--- src/rtl/instr_split_queue_pkg.sv ---
// Shared field positions and field bundle for the instruction split queue.
package instr_split_queue_pkg;

  localparam int CODE_MSB   = 31;
  localparam int CODE_LSB   = 26;
  localparam int RI_MSB     = 25;
  localparam int RI_LSB     = 21;
  localparam int RJ_MSB     = 20;
  localparam int RJ_LSB     = 16;
  localparam int RK_MSB     = 15;
  localparam int RK_LSB     = 11;
  localparam int FUNC_MSB   = 10;
  localparam int FUNC_LSB   = 0;
  localparam int IMME_2_MSB = 15;
  localparam int IMME_2_LSB = 0;
  localparam int IMME_0_MSB = 25;
  localparam int IMME_0_LSB = 0;

  typedef struct packed {
    logic [5:0]  code;
    logic [4:0]  ri;
    logic [4:0]  rj;
    logic [4:0]  rk;
    logic [10:0] func;
    logic [15:0] imme_2;
    logic [25:0] imme_0;
  } instr_fields_t;

  function automatic instr_fields_t split_instr(input logic [31:0] instr);
    instr_fields_t f;
    f.code   = instr[CODE_MSB:CODE_LSB];
    f.ri     = instr[RI_MSB:RI_LSB];
    f.rj     = instr[RJ_MSB:RJ_LSB];
    f.rk     = instr[RK_MSB:RK_LSB];
    f.func   = instr[FUNC_MSB:FUNC_LSB];
    f.imme_2 = instr[IMME_2_MSB:IMME_2_LSB];
    f.imme_0 = instr[IMME_0_MSB:IMME_0_LSB];
    return f;
  endfunction

endpackage

--- src/rtl/instr_field_ext.sv ---
// Combinational field slicer and immediate extender; all outputs are 0 when not enabled.
module instr_field_ext
  import instr_split_queue_pkg::*;
#(
  parameter int XLEN = 32
) (
  input  logic                i_en,
  input  logic [31:0]         i_instr,
  input  logic                i_sext,
  output instr_fields_t       o_fields,
  output logic [XLEN-1:0]     o_imme_2_ext,
  output logic [XLEN-1:0]     o_imme_0_ext
);

  // Slice the word and build both extended immediates.
  always_comb begin
    o_fields     = '0;
    o_imme_2_ext = '0;
    o_imme_0_ext = '0;
    if (i_en) begin
      o_fields           = split_instr(i_instr);
      o_imme_2_ext       = {XLEN{i_sext & o_fields.imme_2[15]}};
      o_imme_2_ext[15:0] = o_fields.imme_2;
      o_imme_0_ext[27:0] = {o_fields.imme_0, 2'b00};
    end else begin
      o_fields     = '0;
      o_imme_2_ext = '0;
      o_imme_0_ext = '0;
    end
  end

endmodule

--- src/rtl/instr_split_queue.sv ---
// FIFO of raw instruction words whose head is presented as decoded fields.
module instr_split_queue
  import instr_split_queue_pkg::*;
#(
  parameter int DEPTH = 4,
  parameter int XLEN  = 32
) (
  input  logic                       i_clk,
  input  logic                       i_rst_n,
  input  logic                       i_flush,
  input  logic                       i_valid,
  output logic                       o_in_ready,
  input  logic [31:0]                i_instr,
  input  logic                       i_sext,
  output logic                       o_valid,
  input  logic                       i_ready,
  output logic [5:0]                 o_code,
  output logic [4:0]                 o_ri,
  output logic [4:0]                 o_rj,
  output logic [4:0]                 o_rk,
  output logic [10:0]                o_func,
  output logic [15:0]                o_imme_2,
  output logic [25:0]                o_imme_0,
  output logic [XLEN-1:0]            o_imme_2_ext,
  output logic [XLEN-1:0]            o_imme_0_ext,
  output logic [$clog2(DEPTH):0]     o_count
);

  localparam int AW = $clog2(DEPTH);
  localparam int PW = AW + 1;

  logic [31:0]    instr_mem_q [DEPTH];
  logic [DEPTH-1:0] sext_mem_q;
  logic [PW-1:0]  wr_ptr_q, wr_ptr_d;
  logic [PW-1:0]  rd_ptr_q, rd_ptr_d;
  logic           full_s, empty_s, push_s, pop_s;
  instr_fields_t  fields_s;

  // Pointers carry one extra wrap bit so full and empty differ only in the MSB.
  assign empty_s = (wr_ptr_q == rd_ptr_q);
  assign full_s  = (wr_ptr_q[AW-1:0] == rd_ptr_q[AW-1:0]) && (wr_ptr_q[AW] != rd_ptr_q[AW]);
  assign push_s  = i_valid && !full_s;
  assign pop_s   = i_ready && !empty_s;

  // Next-state pointers; flush wins over push and pop.
  always_comb begin
    wr_ptr_d = wr_ptr_q;
    rd_ptr_d = rd_ptr_q;
    if (i_flush) begin
      wr_ptr_d = '0;
      rd_ptr_d = '0;
    end else begin
      if (push_s) begin
        wr_ptr_d = wr_ptr_q + PW'(1);
      end else begin
        wr_ptr_d = wr_ptr_q;
      end
      if (pop_s) begin
        rd_ptr_d = rd_ptr_q + PW'(1);
      end else begin
        rd_ptr_d = rd_ptr_q;
      end
    end
  end

  // Pointer registers.
  always_ff @(posedge i_clk or negedge i_rst_n) begin
    if (!i_rst_n) begin
      wr_ptr_q <= '0;
      rd_ptr_q <= '0;
    end else begin
      wr_ptr_q <= wr_ptr_d;
      rd_ptr_q <= rd_ptr_d;
    end
  end

  // Storage is never reset; validity comes from the pointers alone.
  always_ff @(posedge i_clk) begin
    if (push_s && !i_flush) begin
      instr_mem_q[wr_ptr_q[AW-1:0]] <= i_instr;
      sext_mem_q[wr_ptr_q[AW-1:0]]  <= i_sext;
    end
  end

  instr_field_ext #(.XLEN(XLEN)) u_field_ext (
    .i_en         (!empty_s),
    .i_instr      (instr_mem_q[rd_ptr_q[AW-1:0]]),
    .i_sext       (sext_mem_q[rd_ptr_q[AW-1:0]]),
    .o_fields     (fields_s),
    .o_imme_2_ext (o_imme_2_ext),
    .o_imme_0_ext (o_imme_0_ext)
  );

  assign o_in_ready = !full_s;
  assign o_valid    = !empty_s;
  assign o_count    = wr_ptr_q - rd_ptr_q;
  assign o_code     = fields_s.code;
  assign o_ri       = fields_s.ri;
  assign o_rj       = fields_s.rj;
  assign o_rk       = fields_s.rk;
  assign o_func     = fields_s.func;
  assign o_imme_2   = fields_s.imme_2;
  assign o_imme_0   = fields_s.imme_0;

endmodule
--- config.mk ---
export PLATFORM = sky130hd
export DESIGN_NAME = instr_split_queue
export DESIGN_NICKNAME = d
export VERILOG_FILES = /design/src/rtl/instr_split_queue_pkg.sv /design/src/rtl/instr_field_ext.sv /design/src/rtl/instr_split_queue.sv
export SDC_FILE = /design/constraint.sdc
export NUM_CORES = 1
export LEC_CHECK = 0
export BUFFER_PORTS_ARGS = -buffer_cell sky130_fd_sc_hd__buf_2
export CAP_MARGIN = 5
export CORE_AREA = 2 2 129 131
export CTS_CLUSTER_SIZE = 28
export DETAILED_ROUTE_END_ITERATION = 8
export DIE_AREA = 0 0 131 133
export GPL_TIMING_DRIVEN = 0
export SETUP_SLACK_MARGIN = 0.2
export SLEW_MARGIN = 25
export SYNTH_ARGS = -nofsm -noshare
export SYNTH_HDL_FRONTEND = slang
export SYNTH_SLANG_ARGS = --single-unit
export TNS_END_PERCENT = 50
--- constraint.sdc ---
create_clock -name i_clk -period 5.8 [get_ports i_clk]
set_input_delay 1.16 -clock i_clk [delete_from_list [all_inputs] [get_ports i_clk]]
set_output_delay 1.16 -clock i_clk [all_outputs]
set_load 0.05 [all_outputs]
Word level (Yosys, flattened, before mapping)
Memories as Yosys holds them, arrays and structs flattened.
Cells that the tools add are included.
{"block": "totals", "romBits": 0, "memories": 1, "input_bits": 38, "ram_bits": 128, "ff_bits": 10, "output_inout_bits": 143, "latch_bits": 0}
{"block": "classes", "n_eq_ne": 3, "n_mul": 0, "add_sub_neg": 3, "shifts": 0, "bitwise": 1, "n_lt_le_gt_ge": 3, "n_reduce_logical": 10, "n_div": 0, "n_mux": 14}
{"name": "instr_mem_q", "words": 4, "word_bits": 32, "read_ports": 1, "rd_clocked_by_memory_dff": 0, "write_ports": 1, "line": "instr_split_queue.sv:32", "source": "logic [31:0] instr_mem_q [DEPTH];"}
{"op": "$mux W74", "count": 1}
{"op": "$mux W32", "count": 1}
{"op": "$mux W28", "count": 1}
{"op": "$mux W3", "count": 4}
{"op": "$add A3 B1 Y3 const B", "count": 2}
{"op": "$lt A2 B3 Y1 const B", "count": 2}
{"op": "$logic_and A1 B1 Y1", "count": 5}
{"op": "$bwmux W4", "count": 1}
{"op": "$mux W1", "count": 4}
{"op": "$reduce_bool A2 Y1", "count": 2}
{"op": "$eq A3 B3 Y1", "count": 1}
{"op": "$logic_not A1 Y1", "count": 3}
{"op": "$sub A3 B3 Y3", "count": 1}
{"op": "$bmux W1 S2", "count": 1}
{"op": "$demux W1 S2", "count": 1}
{"op": "$eq A2 B2 Y1", "count": 1}
{"op": "$ge A2 B1 Y1 const B", "count": 1}
{"op": "$and A1 B1 Y1", "count": 1}
{"op": "$ne A1 B1 Y1", "count": 1}

Longest topological paths before layout
Gate-level depths: netlist (run 1).
{"block": "logic_depth", "ltp_word": 7, "ltp_mapped": 8}

Hierarchy
A second synthesis (run 1) with hierarchy kept.
{"block": "hier_totals", "hier_cells": 383, "hier_area_um2": 6373.6}
{"mod": "instr_split_queue", "seq_area_each_um2": 4113.9, "cells_per_inst": 241, "area_each_um2": 5318.9, "n_inst": 1}
{"mod": "instr_field_ext", "seq_area_each_um2": 0.0, "cells_per_inst": 142, "area_each_um2": 1054.8, "n_inst": 1}

Worst setup path after synthesis (run 1)
OpenSTA, ideal clock, no wires.
{"block": "synth_path", "kind": "reg2out", "start": "reg rd_ptr_q[1]", "end": "out o_imme_0_ext[17]", "stages_incl_launch_ff": 9, "n_path_buf": 4, "arrival_time_ns": 2.394, "path_slack_ns": 2.246, "path_cell_list": "dfrtp_1 > buf_2 > buf_2 > inv_1 > ha_1 > nand3_2 > buf_2 > and2_1 > buf_4"}
{"block": "synth_between", "elab_chain_len": 2, "word_cells_on_any_way": 3, "classes_between": "1 x eq/ne; 1 x mux; 1 x memory"}
{"item": "from (decl)", "line": "instr_split_queue.sv:35", "source": "logic [PW-1:0] rd_ptr_q, rd_ptr_d;"}
{"item": "from (signal assigned)", "line": "instr_split_queue.sv:73", "source": "rd_ptr_q <= rd_ptr_d;"}
{"item": "$mem_v2 Z4 W32 / $eq A3 B3 Y1 (equally long branches)"}
{"item": "$mux W28 *", "line": "instr_field_ext.sv:20", "source": "if (i_en) begin"}
{"item": "to (decl)", "line": "instr_split_queue.sv:25", "source": "output logic [XLEN-1:0] o_imme_0_ext,"}
Every way passes the cells marked *; elsewhere a longest branch is shown, timed or not.

Worst setup path in the final report (run 1)
{"block": "layout_path", "start": "reg rd_ptr_q[1]", "end": "out o_imme_0_ext[12]"}
The elaborated chain is that of the path after synthesis.

==> parameters.txt, run 1 <==
Parameter                              Value

Outcome
  Outcome ... finished, final reports clean

Cells and area
  Total Nets Final ... 612
  Core Util, Final ... 0.501
  Share of layout cells above drive strength 1 ... 0.618
  Synthesis-to-finish area growth ... 28.2%

Timing
  Actual transition at the worst max-transition pin ... 0.995 ns
  TNS Setup ... 0 ns
  Setup repair after global routing missed its margin ... false
  Number of hold-slack violations in the final timing report ... 0
  Final max-slew violation count ... 0
  Max Freq ... 237 MHz
  Headroom to the max-slew limit ... 0.337
  Count of endpoints failing setup in the final report ... 0
  Clock Skews ... 0.00772 ns
  Shortest period the worst path allows ... 4.22 ns
  Portion of the clock cycle consumed by the worst path in the final layout ... 0.728

Critical path
  Critical path fanouts, max ... 10
  Sort of element at the end of the critical path ... output pin
  R2R Path Start ... rd_ptr_q[1]$_DFFE_PN0P_
  Category of the critical setup timing path ... flip-flop to output pin
  Worst path arrival time ... 3.06 ns
  Category of the worst setup path launch point ... flip-flop
  Endpoint required time on the critical path ... 4.64 ns
  Launching instance or port of the critical path ... rd_ptr_q[1]$_DFFE_PN0P_

Synth
  Post-synthesis instance total ... 368
  Mapped Area ... 0.00632 mm²
  Most frequent cell after synthesis ... sky130_fd_sc_hd__edfxtp_1
  Average cell area after synthesis ... 17.2 µm²
  Area fraction of the dominant cell type after synthesis ... 0.628
  Seq cells post-synth ... 138
  Main area contributors after synthesis ... sky130_fd_sc_hd__edfxtp_1 (63%), sky130_fd_sc_hd__buf_4 (12%), sky130_fd_sc_hd__mux4_2 (12%), sky130_fd_sc_hd__and2_1 (3.2%), sky130_fd_sc_hd__dfrtp_1 (2.4%)
  EDFF count, synth ... 132
  Ys async rst share ... 0.0435
  Portion of the post-synthesis area used by sequential elements ... 0.651
  Cell variety after synth ... 31
  Synth area leader ... sky130_fd_sc_hd__edfxtp_1
  Synth Flop Type ... sky130_fd_sc_hd__edfxtp_1
  Most frequent cells after synthesis ... sky130_fd_sc_hd__edfxtp_1 (132), sky130_fd_sc_hd__buf_4 (105), sky130_fd_sc_hd__mux4_2 (33), sky130_fd_sc_hd__and2_1 (32), sky130_fd_sc_hd__inv_1 (8)
  Total of warnings raised by yosys ... 0

Floorplanning
  Die ar. ... 0.0174 mm²
  Number of placement rows ... 47
  Core area ... 0.0162 mm²
  Initial Util ... 0.391
  I/O Pins ... 181
  Die width ... 131 µm
  Die height ... 133 µm

Route
  First-pass iteration count of the detailed router ... 4
  Drt total wl ... 12300 µm
  Detailed-route DRC error count ... 0
  Initial drt markers ... 121
  Detail-routed net length per standard cell ... 15.3 µm
  DR vias ... 3514
  Post-DR vias/cell ... 4.39
  Antenna Violating Nets Remaining ... 0

Global routing
  Global-route wire length before repair ... 18100 µm
  Aggregate global-route resource usage ... 0.144
  Maximum number of pins on one net before global-route repair ... 34
  Via count of the first global-routing pass ... 3468
  Antenna violations before repair ... 0
  Global route overflow ... 0

Worst hold path
  Worst hold path class ... input pin to asynchronous set/reset pin

Clocking
  Number of gates given a new drive strength after cts ... 0
  H-Tree Depth ... 4
  Total clock buffers created by CTS ... 17
  Max clock buf depth ... 2
  Hold buffer count at CTS ... 0
  CTS Root Buffer Type ... sky130_fd_sc_hd__clkbuf_16
  Clock latency of the later-clocked register in the worst-skew pair ... 0.42 ns
  CTS tree ... done
  Post-CTS setup-driven buffer insertion count ... 0
  Number of clock sinks ... 138
  Clock transition at the register clock pins on the worst setup and hold paths after CTS ... 0.06 ns

Placement
  IO Port Bufs ... 174
  HPWL reported at the end of detailed placement ... 7940 µm
  Final RePlAce weighted congestion ... 0.766

Job
  Number of max-cap violations ... 0
==> routing by layer <==
metal	track usage	vias to the layer above	part of all wire
met5	0	-	0
met4	0.0703	0	0.020
met3	0.0376	16	0.058
met2	0.251	123	0.53
met1	0.162	1710	0.39
li1	-	1665	-
==> critical path, stage by stage, from the launching register on <==
cell and delay [ns]:
sky130_fd_sc_hd__dfrtp_1 0.41, sky130_fd_sc_hd__buf_2 0.23, sky130_fd_sc_hd__buf_2 0.31, sky130_fd_sc_hd__inv_1 0.10, sky130_fd_sc_hd__ha_1 0.33, sky130_fd_sc_hd__nand3_2 0.19
sky130_fd_sc_hd__clkbuf_1 0.39, sky130_fd_sc_hd__and2_1 0.30, sky130_fd_sc_hd__buf_4 0.14, sky130_fd_sc_hd__buf_2 0.24
==> registers in the layout (all words and copies together), names as in the netlist <==
register,count
sext_mem_q,4
wr_ptr_q,3
instr_mem_q,128
rd_ptr_q,3
==> layout make-up <==
type | count | area [µm²]
Clock inverter | 13 | 176
Clock buffer | 19 | 433
Antenna cell | 1 | 2.50
Fill cell | 1387 | 8080
Buffer | 117 | 870
Tap cell | 220 | 275
Inverter | 8 | 30.0
Multi-Input combinational cell | 110 | 1330
Timing Repair Buffer | 174 | 871
Sequential cell | 138 | 4110
==> logic make-up after synthesis <==
| family | Yosys count | share of synthesized area |
|---|---|---|
| buffers and inverters | 125 | 0.142 |
| muxes | 35 | 0.122 |
| DFF | 138 | 0.651 |
| other | 1 | 0.000594 |
| adders and majority gates | 8 | 0.0170 |
| and+or+nand+nor | 46 | 0.0444 |
| AOI/OAI and AO/OA | 12 | 0.0170 |
| xor gates and xnor gates | 3 | 0.00535 |
==> cell usage in the layout (no fill, tap or decap), types with 2 or more instances in the layout <==
cell,count
sky130_fd_sc_hd__buf_2,179
sky130_fd_sc_hd__edfxtp_1,132
sky130_fd_sc_hd__buf_4,105
sky130_fd_sc_hd__mux4_2,33
sky130_fd_sc_hd__and2_1,32
sky130_fd_sc_hd__clkbuf_16,17
sky130_fd_sc_hd__inv_1,8
sky130_fd_sc_hd__ha_1,7
sky130_fd_sc_hd__conb_1,6
sky130_fd_sc_hd__dfrtp_1,6
sky130_fd_sc_hd__clkbuf_1,5
sky130_fd_sc_hd__nor2_1,5
sky130_fd_sc_hd__buf_6,4
sky130_fd_sc_hd__o2111ai_1,4
sky130_fd_sc_hd__bufinv_16,4
sky130_fd_sc_hd__clkinvlp_4,4
sky130_fd_sc_hd__and3_2,3
sky130_fd_sc_hd__o31ai_1,2
sky130_fd_sc_hd__a211o_1,2
sky130_fd_sc_hd__clkinv_2,2
sky130_fd_sc_hd__clkinv_1,2
==> through the flow <==
| stage | cells | setup slack [ns] | cell area (µm²) | hold WS (ns) |
|---|---|---|---|---|
| after floorplan | 373 | 2.25 | 6330 | 0.645 |
| after global placement | 767 | 1.95 | 7480 | 0.662 |
| after CTS | 799 | 1.48 | 8090 | 0.551 |
| after global routing | 799 | 1.31 | 8090 | 0.559 |
| final | 800 | 1.58 | 8100 | 0.561 |
| after detailed placement | 767 | 1.95 | 7480 | 0.692 |
==> path summary, 6_finish.rpt <==
kind	slack (ns)	cells past startpoint	endpoint
max in group asynchronous	5.08	1	rd_ptr_q[1]$_DFFE_PN0P_
min in group i_clk	0.70	2	wr_ptr_q[2]$_DFFE_PN0P_
worst min-delay path	0.56	1	wr_ptr_q[2]$_DFFE_PN0P_
worst max-delay path	1.58	9	o_imme_0_ext[12]
worst max register to register	2.77	7	instr_mem_q[3][17]$_DFFE_PP_
worst min register to register	0.70	2	wr_ptr_q[2]$_DFFE_PN0P_
Power of run 1 is left out: the tool's default activity adds up to more than one toggle a clock period on the data nets, which glitch-free logic cannot reach.
==> run 2: changes to the inputs <==
==> constraint.sdc (replaced) <==
create_clock -name i_clk -period 4.3 [get_ports i_clk]
set_input_delay 0.86 -clock i_clk [delete_from_list [all_inputs] [get_ports i_clk]]
set_output_delay 0.86 -clock i_clk [all_outputs]
set_load 0.05 [all_outputs]
==> run 2 against run 1 <==
Net effect: non-clock buffer count stayed put; global-route usage unchanged; utilization about the same; critical path depth decreased by 1; design area is essentially flat; via count increased by 0.11%; critical endpoint is now o_imme_2_ext[27]; worst setup slack got worse by 1.1 ns; sequential share of layout area about the same; die area is the same.
==> parameters.txt, run 2 (synthesized netlist as in run 1, its figures left out) <==
Parameter                              Value

Placement
  Cell total after placement ... 767
  HPWL reported at the end of detailed placement ... 7940 µm
  IO Port Bufs ... 174
  Final RePlAce weighted congestion ... 0.766

Cells and area
  Max reg flops ... 128
  Most common cell after layout, fill and taps aside ... sky130_fd_sc_hd__buf_2
  Commonest cells after routing, fill and taps aside ... sky130_fd_sc_hd__buf_2 (179), sky130_fd_sc_hd__edfxtp_1 (132), sky130_fd_sc_hd__buf_4 (105)
  Final non-filler cell total ... 800
  Share of layout cells above drive strength 1 ... 0.622
  Total Nets Final ... 612
  Synthesis-to-finish area growth ... 28.2%
  Core Util, Final ... 0.501

Critical path
  Buf+Inv Stages, Crit Path ... 5
  R2R Path Start ... rd_ptr_q[1]$_DFFE_PN0P_
  Category of the worst setup path launch point ... flip-flop
  Endpoint required time on the critical path ... 3.44 ns
  Category of the critical setup timing path ... flip-flop to output pin
  Worst path arrival time ... 2.95 ns
  Crit. path cell count ... 8
  Number of cell instances on the worst register-to-register path ... 7
  Critical path fanouts, max ... 16
  Critical path, cell by cell ... buf_2, buf_2, inv_1, ha_1, nand3_2, and3_1, buf_4, buf_2
  Sort of element at the end of the critical path ... output pin
  Crit path max-delay family ... buffers and inverters
  Most repeated library cell on the critical path ... sky130_fd_sc_hd__buf_2
  Max incr delay on CP ... 0.51 ns
  Worst R2R Setup Slack ... 1.27 ns
  Endpoint of the worst register-to-register path ... instr_mem_q[3][17]$_DFFE_PP_
  Highest-delay cell along the critical path ... sky130_fd_sc_hd__and3_1

Timing
  TNS Setup ... 0 ns
  Shortest period the worst path allows ... 3.81 ns
  Actual transition at the worst max-transition pin ... 0.999 ns
  Max Freq ... 263 MHz
  Portion of the clock cycle consumed by the worst path in the final layout ... 0.886
  Final max-slew violation count ... 0
  Clock Skews ... 0.00773 ns
  Number of hold-slack violations in the final timing report ... 0
  Headroom to the max-slew limit ... 0.334
  Setup repair after global routing missed its margin ... false
  Count of endpoints failing setup in the final report ... 0
  Hold WS ... 0.261 ns

Route
  Detail-routed net length per standard cell ... 15.3 µm
  Routed wire length on met2 ... 6530 µm
  Met3 wire length ... 689 µm
  Detailed-route DRC error count ... 0
  Drt total wl ... 12300 µm
  Wl on met1 ... 4790 µm
  Highest routed layer ... met4
  Initial drt markers ... 121
  First-pass iteration count of the detailed router ... 4
  DR vias ... 3518
  Antenna Violating Nets Remaining ... 0
  Post-DR vias/cell ... 4.40

Clocking
  Total clock buffers created by CTS ... 17
  CTS tree ... done
  Post-CTS setup-driven buffer insertion count ... 0
  Max clock buf depth ... 2
  Hold buffer count at CTS ... 0
  CTS Root Buffer Type ... sky130_fd_sc_hd__clkbuf_16
  Clock transition at the register clock pins on the worst setup and hold paths after CTS ... 0.06 ns
  Number of clock sinks ... 138
  H-Tree Depth ... 4
  Clock latency of the later-clocked register in the worst-skew pair ... 0.42 ns

Floorplanning
  Die ar. ... 0.0174 mm²
  Core area ... 0.0162 mm²
  Number of placement rows ... 47
  Die height ... 133 µm
  Die width ... 131 µm
  Initial Util ... 0.391
  I/O Pins ... 181

Global routing
  Maximum number of pins on one net before global-route repair ... 34
  Antenna violations before repair ... 0
  Global route overflow ... 0
  Aggregate global-route resource usage ... 0.144
  Via count of the first global-routing pass ... 3468
  Global-route wire length before repair ... 18100 µm

Job
  Number of max-cap violations ... 0

Outcome
  Outcome ... finished, final reports clean

Worst hold path
  Worst hold path class ... input pin to asynchronous set/reset pin
==> run 2: changes by cell type in the layout (fill, tap and decap cells not counted) <==
cell                       delta
sky130_fd_sc_hd__clkbuf_1     -2
sky130_fd_sc_hd__clkbuf_2     +2
==> run 2: worst register-to-register path: cells and delay by family (launching register included) <==
kind	cells	cell delay, ns
flip-flops	1	0.41
adder cells (fa/ha/maj)	1	0.33
buffers and inverters	3	0.65
AO/OA/AOI/OAI	1	0.19
AND/OR/NAND/NOR	2	1.05
==> run 2: through the flow <==
stage          setup WS (ns)  cell area [µm²]
5_1_grt                0.258             8100
3_5_place_dp           0.749             7480
2_1_floorplan           1.05             6330
3_3_place_gp           0.754             7480
4_1_cts                0.279             8090
6_report               0.492             8100
==> run 2: how the worst max path moves through the flow <==
stage                       endpoint                     from
floorplan           o_imme_0_ext[17]  rd_ptr_q[1]$_DFFE_PN0P_
global route        o_imme_2_ext[29]  rd_ptr_q[1]$_DFFE_PN0P_
global placement        o_imme_0[10]  rd_ptr_q[1]$_DFFE_PN0P_
CTS                 o_imme_0_ext[12]  rd_ptr_q[1]$_DFFE_PN0P_
finish              o_imme_2_ext[27]  rd_ptr_q[1]$_DFFE_PN0P_
detailed placement  o_imme_0_ext[12]  rd_ptr_q[1]$_DFFE_PN0P_
==> run 2: final cells by class <==
cell class	count	area [µm²]
multi-input combinational	110	1330
inverter	8	30.0
clock buffer	19	433
fill	1385	8070
timing repair buffer	174	871
clock inverter	13	176
tap	220	275
sequential	138	4110
antenna	1	2.50
buffer	117	872
==> run 2: layer usage <==
metal | GRT usage | vias up
met1 | 0.162 | 1720
li1 | - | 1665
met2 | 0.251 | 117
met3 | 0.0376 | 16
met4 | 0.0703 | 0
met5 | 0 | -
==> run 2: what timing repair did <==
| item | CTS | global route |
|---|---|---|
| endpoints found under the hold margin | 0 | 0 |
| resized for setup | 0 | 4 |
| setup endpoints to repair | 0 | 28 |
Power of run 2 is left out for the same reason.
